### src/rtl/imem_loader.sv
// Debug-port loader for the instruction memory: packs received bytes MSB-first
// into words and writes them to consecutive addresses until HALT_WORD or a full memory.
module imem_loader #(
    parameter int                  LEN_DATA  = 32,
    parameter int                  LEN_ADDR  = 7,
    parameter logic [LEN_DATA-1:0] HALT_WORD = 32'hFFFF_FFFF
) (
    input  logic                clk,
    input  logic                reset,
    input  logic                in_load_req,
    input  logic [7:0]          in_rx_data,
    input  logic                in_rx_valid,
    output logic                out_debug_flag,
    output logic [LEN_ADDR-1:0] out_addr_debug,
    output logic [LEN_DATA-1:0] out_ins_to_mem,
    output logic                out_wea_ram_inst,
    output logic                out_load_done,
    output logic                out_overflow,
    output logic [LEN_ADDR:0]   out_word_count
);

    typedef enum logic [1:0] {
        ST_IDLE  = 2'd0,
        ST_RECV  = 2'd1,
        ST_WRITE = 2'd2,
        ST_DONE  = 2'd3
    } state_t;

    state_t              state_r;
    state_t              next_state_s;
    logic [1:0]          byte_cnt_r;
    logic [LEN_DATA-1:0] shift_r;
    logic [LEN_ADDR-1:0] addr_r;
    logic [LEN_DATA-1:0] data_r;
    logic                wea_r;
    logic                flag_r;
    logic                done_r;
    logic                ovf_r;
    logic [LEN_ADDR:0]   count_r;
    logic                last_byte_s;
    logic                halt_s;
    logic                last_addr_s;

    // State register.
    always_ff @(posedge clk or posedge reset) begin
        if (reset) begin
            state_r <= ST_IDLE;
        end else begin
            state_r <= next_state_s;
        end
    end

    // Next-state logic; a terminating write wins over a dropped load request.
    always_comb begin
        next_state_s = state_r;
        last_byte_s  = in_rx_valid && (byte_cnt_r == 2'd3);
        halt_s       = (data_r == HALT_WORD);
        last_addr_s  = (addr_r == {LEN_ADDR{1'b1}});
        case (state_r)
            ST_IDLE: begin
                if (in_load_req) next_state_s = ST_RECV;
                else             next_state_s = ST_IDLE;
            end
            ST_RECV: begin
                if (!in_load_req)     next_state_s = ST_IDLE;
                else if (last_byte_s) next_state_s = ST_WRITE;
                else                  next_state_s = ST_RECV;
            end
            ST_WRITE: begin
                if (halt_s || last_addr_s) next_state_s = ST_DONE;
                else if (!in_load_req)     next_state_s = ST_IDLE;
                else                       next_state_s = ST_RECV;
            end
            ST_DONE: begin
                if (!in_load_req) next_state_s = ST_IDLE;
                else              next_state_s = ST_DONE;
            end
            default: next_state_s = ST_IDLE;
        endcase
    end

    // Datapath and registered status outputs, decoded from the upcoming state.
    always_ff @(posedge clk or posedge reset) begin
        if (reset) begin
            byte_cnt_r <= 2'd0;
            shift_r    <= {LEN_DATA{1'b0}};
            addr_r     <= {LEN_ADDR{1'b0}};
            data_r     <= {LEN_DATA{1'b0}};
            wea_r      <= 1'b0;
            flag_r     <= 1'b0;
            done_r     <= 1'b0;
            ovf_r      <= 1'b0;
            count_r    <= {(LEN_ADDR+1){1'b0}};
        end else begin
            wea_r  <= (next_state_s == ST_WRITE);
            flag_r <= (next_state_s == ST_RECV) || (next_state_s == ST_WRITE);
            done_r <= (next_state_s == ST_DONE);
            case (state_r)
                ST_IDLE: begin
                    if (in_load_req) begin
                        addr_r     <= {LEN_ADDR{1'b0}};
                        byte_cnt_r <= 2'd0;
                        count_r    <= {(LEN_ADDR+1){1'b0}};
                        ovf_r      <= 1'b0;
                    end
                end
                ST_RECV: begin
                    if (in_load_req && in_rx_valid) begin
                        shift_r    <= {shift_r[LEN_DATA-9:0], in_rx_data};
                        byte_cnt_r <= byte_cnt_r + 2'd1;
                        if (last_byte_s) begin
                            data_r <= {shift_r[LEN_DATA-9:0], in_rx_data};
                        end
                    end
                end
                ST_WRITE: begin
                    count_r <= count_r + {{LEN_ADDR{1'b0}}, 1'b1};
                    if (halt_s) begin
                        ovf_r <= 1'b0;
                    end else if (last_addr_s) begin
                        ovf_r <= 1'b1;
                    end else begin
                        addr_r <= addr_r + {{(LEN_ADDR-1){1'b0}}, 1'b1};
                        // A strobe here starts the next word (counter is already 0).
                        if (in_load_req && in_rx_valid) begin
                            shift_r    <= {shift_r[LEN_DATA-9:0], in_rx_data};
                            byte_cnt_r <= 2'd1;
                        end
                    end
                end
                ST_DONE: begin
                    ovf_r <= ovf_r;
                end
                default: begin
                    byte_cnt_r <= 2'd0;
                end
            endcase
        end
    end

    assign out_debug_flag   = flag_r;
    assign out_addr_debug   = addr_r;
    assign out_ins_to_mem   = data_r;
    assign out_wea_ram_inst = wea_r;
    assign out_load_done    = done_r;
    assign out_overflow     = ovf_r;
    assign out_word_count   = count_r;

endmodule

### config.mk
export PLATFORM = sky130hd
export DESIGN_NAME = imem_loader
export DESIGN_NICKNAME = d
export VERILOG_FILES = /design/src/rtl/imem_loader.sv
export SDC_FILE = /design/constraint.sdc
export NUM_CORES = 1
export LEC_CHECK = 0
export CORE_ASPECT_RATIO = 0.75
export CORE_MARGIN = 2
export CORE_UTILIZATION = 46
export DETAILED_ROUTE_END_ITERATION = 8
export PLACE_DENSITY = 0.74
export SLEW_MARGIN = 5
export SYNTH_ARGS = -nofsm -noshare
export SYNTH_HDL_FRONTEND = slang
export SYNTH_SLANG_ARGS = --single-unit
### constraint.sdc
create_clock -name clk -period 2.51 [get_ports clk]
set_input_delay 0.3765 -clock clk [delete_from_list [all_inputs] [get_ports clk]]
set_output_delay 0.3765 -clock clk [all_outputs]
set_load 0.005 [all_outputs]
==> impl.org, run 1 <==
** Clock network
- Clock tree root driver cell :: clkbuf_8
- CTS tree :: yes
- Clock-pin slew was measured on the worst setup and hold paths at 80 ps.
- Number of buffers inserted by hold repair at cts :: 0
- Number of resized instances in the post-cts repair step :: 0
- Source-to-sink clock delay at the later pin of the worst-skew pair :: 350 ps
- CTS buffer count :: 9
- Clock tree synthesis found a total of 79 sinks.
- Counting along the longest clock path gives a buffer depth of 2.
- In this run the post-CTS setup repair buffer count came out at 0.
- H-tree lvl count :: 3

** Floorplanning
- The die covers 0.00852 mm2.
- Placeable Area :: 0.00743 mm2
- Die width :: 106 um
- The floorplan step set the die height to 80.4 um.
- Rows :: 27
- 63 I/O pins were placed.
- The initial utilization of the core area, before any placement, comes to 0.482.

** Timing
- In the finished design, the share of the clock period the worst path needs comes to 0.854.
- For the final routed database, the setup TNS stands at 0 ps.
- The final number of hold-violating endpoints is 0.
- On the final layout, the worst clock skew is 7.36 ps.
- Setup violation total in the final timing report :: 0
- The final max-slew violation count came to 0.
- Worst-Margin Slew :: 629 ps
- Based on the critical path, the design can be clocked at up to 466 MHz.
- Setup repair after global routing left no endpoint under its margin.
- The worst path needs 2140 ps of the cycle, external delays included.
- In this run the tightest slew margin relative to its limit is 0.580.

** Global route
- Grt total ovfl :: 0
- Number of global-route vias before repair :: 2246
- Global-route wire length before repair :: 11.7 mm
- In the global route stage, overall resource usage came out at 0.181.
- Entering global routing, the biggest net connects 40 pins.
- The initial antenna violation count came to 0.

** Power and ir drop
- Across the VDD grid, the largest voltage drop is 371 uV.
- The analysis attributes to cell leakage a power of 2.11 nW.
- Power Density :: 611 mW/mm2

** Placed design
- Port buffer count :: 62
- Once detailed placement completed, the half-perimeter wirelength came to 5.12 mm.
- Placed cells :: 421
- Global placement routability congestion :: 0.788

** Routing
- Pre-Repair DR Iteration Count :: 4
- The count of nets left with antenna violations once routing finished came out at 0.
- The routed design has 6.93 mm of wire.
- Count of routing violations after the opening detailed-route iteration :: 69
- Dividing the detail-routed wire length by the instance count gives 15.9 um.
- Number of DRC violations after detailed routing :: 0
- Total number of vias :: 2285
- Detail-routed via count per cell :: 5.23

** Critical path
- STA classifies the critical path endpoint as a flip-flop.
- The worst setup path is of the flip-flop to flip-flop kind.
- Data on the critical path arrives at its endpoint at 2380 ps.
- The worst setup path is launched from a flip-flop.
- Required time worst endpoint :: 2750 ps
- In this run the worst path has a maximum fanout of 24.

** Synth
- Post-synthesis instance area :: 0.00358 mm2
- Synth Flop Type :: dfrtp_1
- Of the total synthesized cell area, the portion taken by full adders, half adders and majority gates is 0.0349.
- Combinational family with the most area after synthesis :: multiplexers
- Mean instance size in the synthesized netlist :: 13.6 um2
- The portion of synthesized area spent on multiplexers is 0.214.
- Synthesis handed over a netlist of 263 instances.
- Syn Nets :: 285
- Xor and xnor area share after synthesis :: 0.0147
- For this run, the number of Yosys warnings is 0.
- Number of distinct library cells after synthesis :: 41
- Share of synthesized flip-flops with an asynchronous set or reset :: 1.00
- Post-synthesis compound-gate area fraction :: 0.0499
- Post-synth EDFFs :: 0
- Yosys reg bits :: 79
- Of the total synthesized cell area, the portion taken by AND, OR, NAND and NOR gates is 0.105.
- For this run, the register share of the synthesized area comes to 0.552.

** Layout
- The top cell types in the final layout, fill and taps aside, are dfrtp_1, clkdlybuf4s50_1, mux2_2.
- The area growth from synthesis to layout is 26.0%.
- Number of antenna cells inserted :: 0
- In the final layout, the share of cells above drive strength 1 is 0.262.
- Counting the fill cells in the layout gives 594.
- Number of standard cells in the layout, taps in and fillers out :: 437
- The library cell used most frequently in the layout, excluding fill and tap cells, is dfrtp_1.
- In the final design database the tool counted 353 nets.

** Outcome
- The flow ran to the end, and the final reports show no timing, DRC or antenna violations.

** Run
- Max-cap violations in this run came to 0.

** Worst hold path
- In this run the worst hold path is classified as primary input to asynchronous set/reset pin.
## worst max-delay path, stage by stage (launching register included)
cell and delay (ps):
dfrtp_1 460, ha_1 300, and4_4 190, a21o_1 280, a21oi_4 210, buf_12 220, mux2_2 360
## routing by layer
layer | vias to the layer above | track usage | part of all wire
met1 | 1135 | 0.251 | 0.50
met5 | - | 0 | 0
li1 | 1095 | - | -
met2 | 49 | 0.274 | 0.44
met4 | 0 | 0.0434 | 0.0091
met3 | 6 | 0.0609 | 0.050
## power breakdown
group          internal (mW)  leakage (nW)  switching, mW  total, mW
clock network          0.462         0.101          0.463      0.925
registers               1.41          1.06          0.117       1.53
logic                  0.205         0.944         0.0967      0.302
## path summary, 6_finish.rpt
kind | start | endpoint | slack, ps | depth (start not counted)
setup / recovery | out_addr_debug[0] | shift_r[23] | 370 | 6
hold / removal | reset | out_ins_to_mem[15] | 420 | 2
setup reg to reg | out_addr_debug[0] | shift_r[23] | 370 | 6
hold reg to reg | shift_r[21] | out_ins_to_mem[29] | 520 | 1
max in group asynchronous | reset | out_word_count[1] | 1460 | 3
min in group clk | shift_r[21] | out_ins_to_mem[29] | 520 | 1
## final cells by class
class                           count  area (um2)  share of cell area
Clock buffer                        9         124              0.0274
Clock inverter                      7        72.6              0.0161
Inverter                            6        22.5             0.00499
Multi-Input combinational cell    167        1500               0.333
Sequential cell                    79        1980               0.438
Tap cell                          101         126              0.0280
Timing Repair Buffer               68         691               0.153
## state kept, by name, indices dropped and copies added, names as in the netlist
| signal | count |
|---|---|
| out_addr_debug | 7 |
| out_wea_ram_inst | 1 |
| out_debug_flag | 1 |
| state_r | 2 |
| out_ins_to_mem | 32 |
| shift_r | 24 |
| out_load_done | 1 |
| out_word_count | 8 |
| byte_cnt_r | 2 |
| out_overflow | 1 |
## synthesized netlist by cell type, drive strengths merged (2+ instances only)
cell type,instances,area (um2)
mux2i,4,40.0
ha,10,125
nor2,11,41.3
mux2,58,728
xor2,5,43.8
nor2b,2,12.5
a21oi,9,56.3
o21ai,5,25.0
and4,2,20.0
nand3,6,30.0
nand4b,2,17.5
inv,6,22.5
a21o,2,15.0
nand4,15,93.8
nand2,11,41.3
buf,5,60.1
dfrtp,79,1980
and3,3,23.8
nor3,3,15.0
nor4,2,42.5
a31oi,2,12.5
clkbuf,6,22.5
nand2b,4,25.0
## stage by stage
step	hold slack, ps	util	power [mW]	area, um2	setup WS (ps)
after global placement	491	0.581	1.84	4320	384
after detailed placement	500	0.581	1.87	4320	359
after floorplan	477	-	1.75	3580	110
after CTS	442	0.607	2.79	4510	373
after global routing	469	0.607	2.88	4510	219
final	423	0.607	2.76	4510	365
## cells by family after synthesis
kind of cell    count (synthesis)
xor+xnor                        6
mux                            62
flops                          79
compound gates                 26
simple gates                   63
buf+inv                        17
fa+ha+maj                      10
No activity file was read; power rests on OpenSTA's default activity.
==> inputs of run 2 (changes only) <==
CORE_MARGIN = not set   (was 2)
==> run 2 against run 1 <==
  * Sequential power hardly changed
  * Non-clock buffer count stayed put
  * Routed wire length is 1.2% lower
  * Clock-buffer cell count stayed put
  * Register-to-register slack better by 40 ps
  * Maximum frequency is 1.9% higher
  * Combinational power hardly changed
  * Total power is 3.1% lower
  * Worst setup slack better by 39 ps
  * Critical path type unchanged
  * Highest routed layer unchanged
==> impl.org, run 2 (same netlist as run 1, synthesis figures left out) <==
** Critical path
- Crit-path cells :: nand4_1 -> nor4_4 -> a21o_1 -> nand2_1 -> a31oi_1 -> ha_1 -> inv_1
- Critical path's top delay family :: simple AND/OR/NAND/NOR gates
- STA classifies the critical path startpoint as a flip-flop.
- Required time worst endpoint :: 2800 ps (+50 ps)
- Critical Path Max Stage Delay :: 400 ps (-60 ps)
- Class of the most critical setup path :: flip-flop to flip-flop
- Critical path capture point type :: flip-flop
- The data arrival time of the critical path was 2390 ps (about the same).
- Slowest stage cell, crit path :: dfrtp_1
- Worst Path Buf+Inv :: 1 (unchanged)
- Worst-path maximum fanout :: 9 (-63%)

** Floorplanning
- The total number of placement rows came to 27 (unchanged).
- The core footprint came to 0.00743 mm2 (unchanged).
- The I/O pin total came to 63 (unchanged).
- The starting utilization of the core area came to 0.482 (unchanged).
- Die width :: 104 um (-1.9%)
- The floorplan die area was 0.00815 mm2 (-4.3%).
- Die span in y :: 78.4 um (-2.5%)

** Layout
- Number of flip-flops in the largest register :: 32 (unchanged)
- Number of antenna cells inserted :: 0 (unchanged)
- The final net count is 353 (unchanged).
- Highest-count cells in the layout ignoring fill and taps :: dfrtp_1, clkdlybuf4s50_1, mux2_2
- The fraction of final layout cells with drive strength greater than 1 is 0.262 (unchanged).
- Most common cell after layout, fill and taps aside :: dfrtp_1
- The area growth from synthesis to layout is 25.5%.

** Routing
- Count of routing violations after the opening detailed-route iteration :: 120 (+74%)
- The overall via count from detail_route is 2290 (+0.22%).
- The post-detailed-route wirelength per cell was 15.7 um (-1.2%).
- Pre-Repair DR Iteration Count :: 4 (unchanged)
- The ratio of routed vias to standard cells is 5.24 (+0.22%).
- Final ANT Viol Nets :: 0 (unchanged)
- Final wirelength :: 6.85 mm (-1.2%)
- The detailed-route DRC error count came to 0 (unchanged).

** Power and ir drop
- The largest voltage drop on the vdd net came to 377 uV (+1.6%).
- The static leakage is 2.09 nW (-0.63%).
- Power Density :: 595 mW/mm2 (-2.7%)

** Timing
- Shortest period the worst path allows :: 2110 ps (-39.0 ps)
- Final number of max-transition violations :: 0 (unchanged)
- The final number of hold-violating endpoints came to 0 (unchanged).
- Fin Hold WS :: 410 ps (-13.0 ps)
- Unrepaired setup endpoints after global routing :: no
- Sum Neg Setup Slack :: 0 ps (unchanged)
- The ratio of final minimum period to clock period was 0.839 (-0.0155).
- The final count of negative-setup-slack endpoints was 0 (unchanged).
- The worst slew margin relative to its limit came to 0.698 (+0.118).
- The actual transition at the worst max-transition pin was 452 ps (-177 ps).
- The highest attainable clock frequency came to 475 MHz (+1.9%).
- Final clock skew :: 7.18 ps (-0.181 ps)

** Clock network
- Number of clock sinks :: 79 (unchanged)
- The number of buffers added by the clock tree synthesis step was 9 (unchanged).
- H-tree lvl count :: 3 (unchanged)
- Setup bufs post-CTS :: 0 (unchanged)
- TritonCTS built the clock tree.
- The number of buffers added to fix hold violations after cts came to 0 (unchanged).
- The later-pin clock latency in the skew report is 340 ps (about the same).
- The clock transition at the registers of the reported paths came to 90 ps (about the same).
- Clock tree synthesis selected as its root buffer the cell clkbuf_8.
- The total of cells resized after clock tree synthesis came to 0 (unchanged).
- Largest buffer count on any clock path :: 2 (unchanged)

** Outcome
- Status :: finished clean

** Global route
- Grt met1 use :: 0.271 (+0.0198)
- The maximum number of pins on one net before global-route repair came to 52 (+30%).
- After global routing, the most crowded layer is met1.
- Global-route wire length before repair :: 11.5 mm (-2.1%)
- Grt total ovfl :: 0 (unchanged)
- The met3 track demand over resource was 0.0465 (-0.0144).
- All-Layer GR Usage :: 0.181 (+0.000863)
- The via count of the first global-routing pass is 2205 (-1.8%).
- The met2 global-route usage was 0.257 (-0.0169).
- The initial antenna violation count came to 0 (unchanged).

** Run
- The max-cap check violation count is 0 (unchanged).

** Worst hold path
- Class of the most critical hold timing path :: primary input to asynchronous set/reset pin

** Placed design
- The number of buffers inserted by port buffering was 62 (unchanged).
- The post-detailed-placement half-perimeter wirelength was 5.02 mm (-2.1%).
- The final estimated routing congestion in global placement is 0.804 (+2.0%).
[run 2: cell types whose count changed in the layout (fill, tap and decap cells not counted), sizes merged]
cell	before	now
bufinv	1	0
clkinv	4	3
clkinvlp	1	2
inv	7	8
[run 2: layout make-up]
cell class                      instances  area (um2)
Clock buffer                            9         124
Clock inverter                          7        55.1
Fill cell                             605        2940
Inverter                                6        22.5
Multi-Input combinational cell        167        1500
Sequential cell                        79        1980
Tap cell                              101         126
Timing Repair Buffer                   68         691
[run 2: final timing paths]
kind	from	end	slack, ps	cells past startpoint
hold / removal	reset	out_ins_to_mem[15]	410	3
max in group asynchronous	reset	out_word_count[2]	1770	3
setup reg to reg	out_ins_to_mem[23]	out_debug_flag	400	7
min in group clk	shift_r[22]	shift_r[22]	510	1
hold reg to reg	shift_r[22]	shift_r[22]	510	1
setup / recovery	out_ins_to_mem[23]	out_debug_flag	400	7
[run 2: power breakdown]
part	internal [mW]	switching, mW
clock network	0.367	0.476
logic	0.205	0.0943
registers	1.41	0.117
total	1.99	0.687
[run 2: through the flow]
| step | worst slack [ps] | area, um2 | cells | total power, mW | util |
|---|---|---|---|---|---|
| final | 404 | 4500 | 437 | 2.67 | 0.605 |
| after global routing | 250 | 4500 | 437 | 2.81 | 0.605 |
| after detailed placement | 361 | 4320 | 421 | 1.86 | 0.581 |
| after global placement | 379 | 4320 | 421 | 1.84 | 0.581 |
| after CTS | 388 | 4500 | 437 | 2.70 | 0.605 |
| after floorplan | 110 | 3580 | 263 | 1.75 | - |
[run 2: layer usage]
metal | routed length (um) | vias to the layer above
met5 | 0 | -
met4 | 67 | 0
met3 | 290 | 5
met2 | 2980 | 52
met1 | 3520 | 1143
li1 | - | 1090
[run 2: worst reg2reg max path: stages, from the launching register on]
cell and delay [ps]:
dfrtp_1 400, nand4_1 160, nor4_4 400, a21o_1 380, nand2_1 100, a31oi_1 270
ha_1 290, inv_1 50
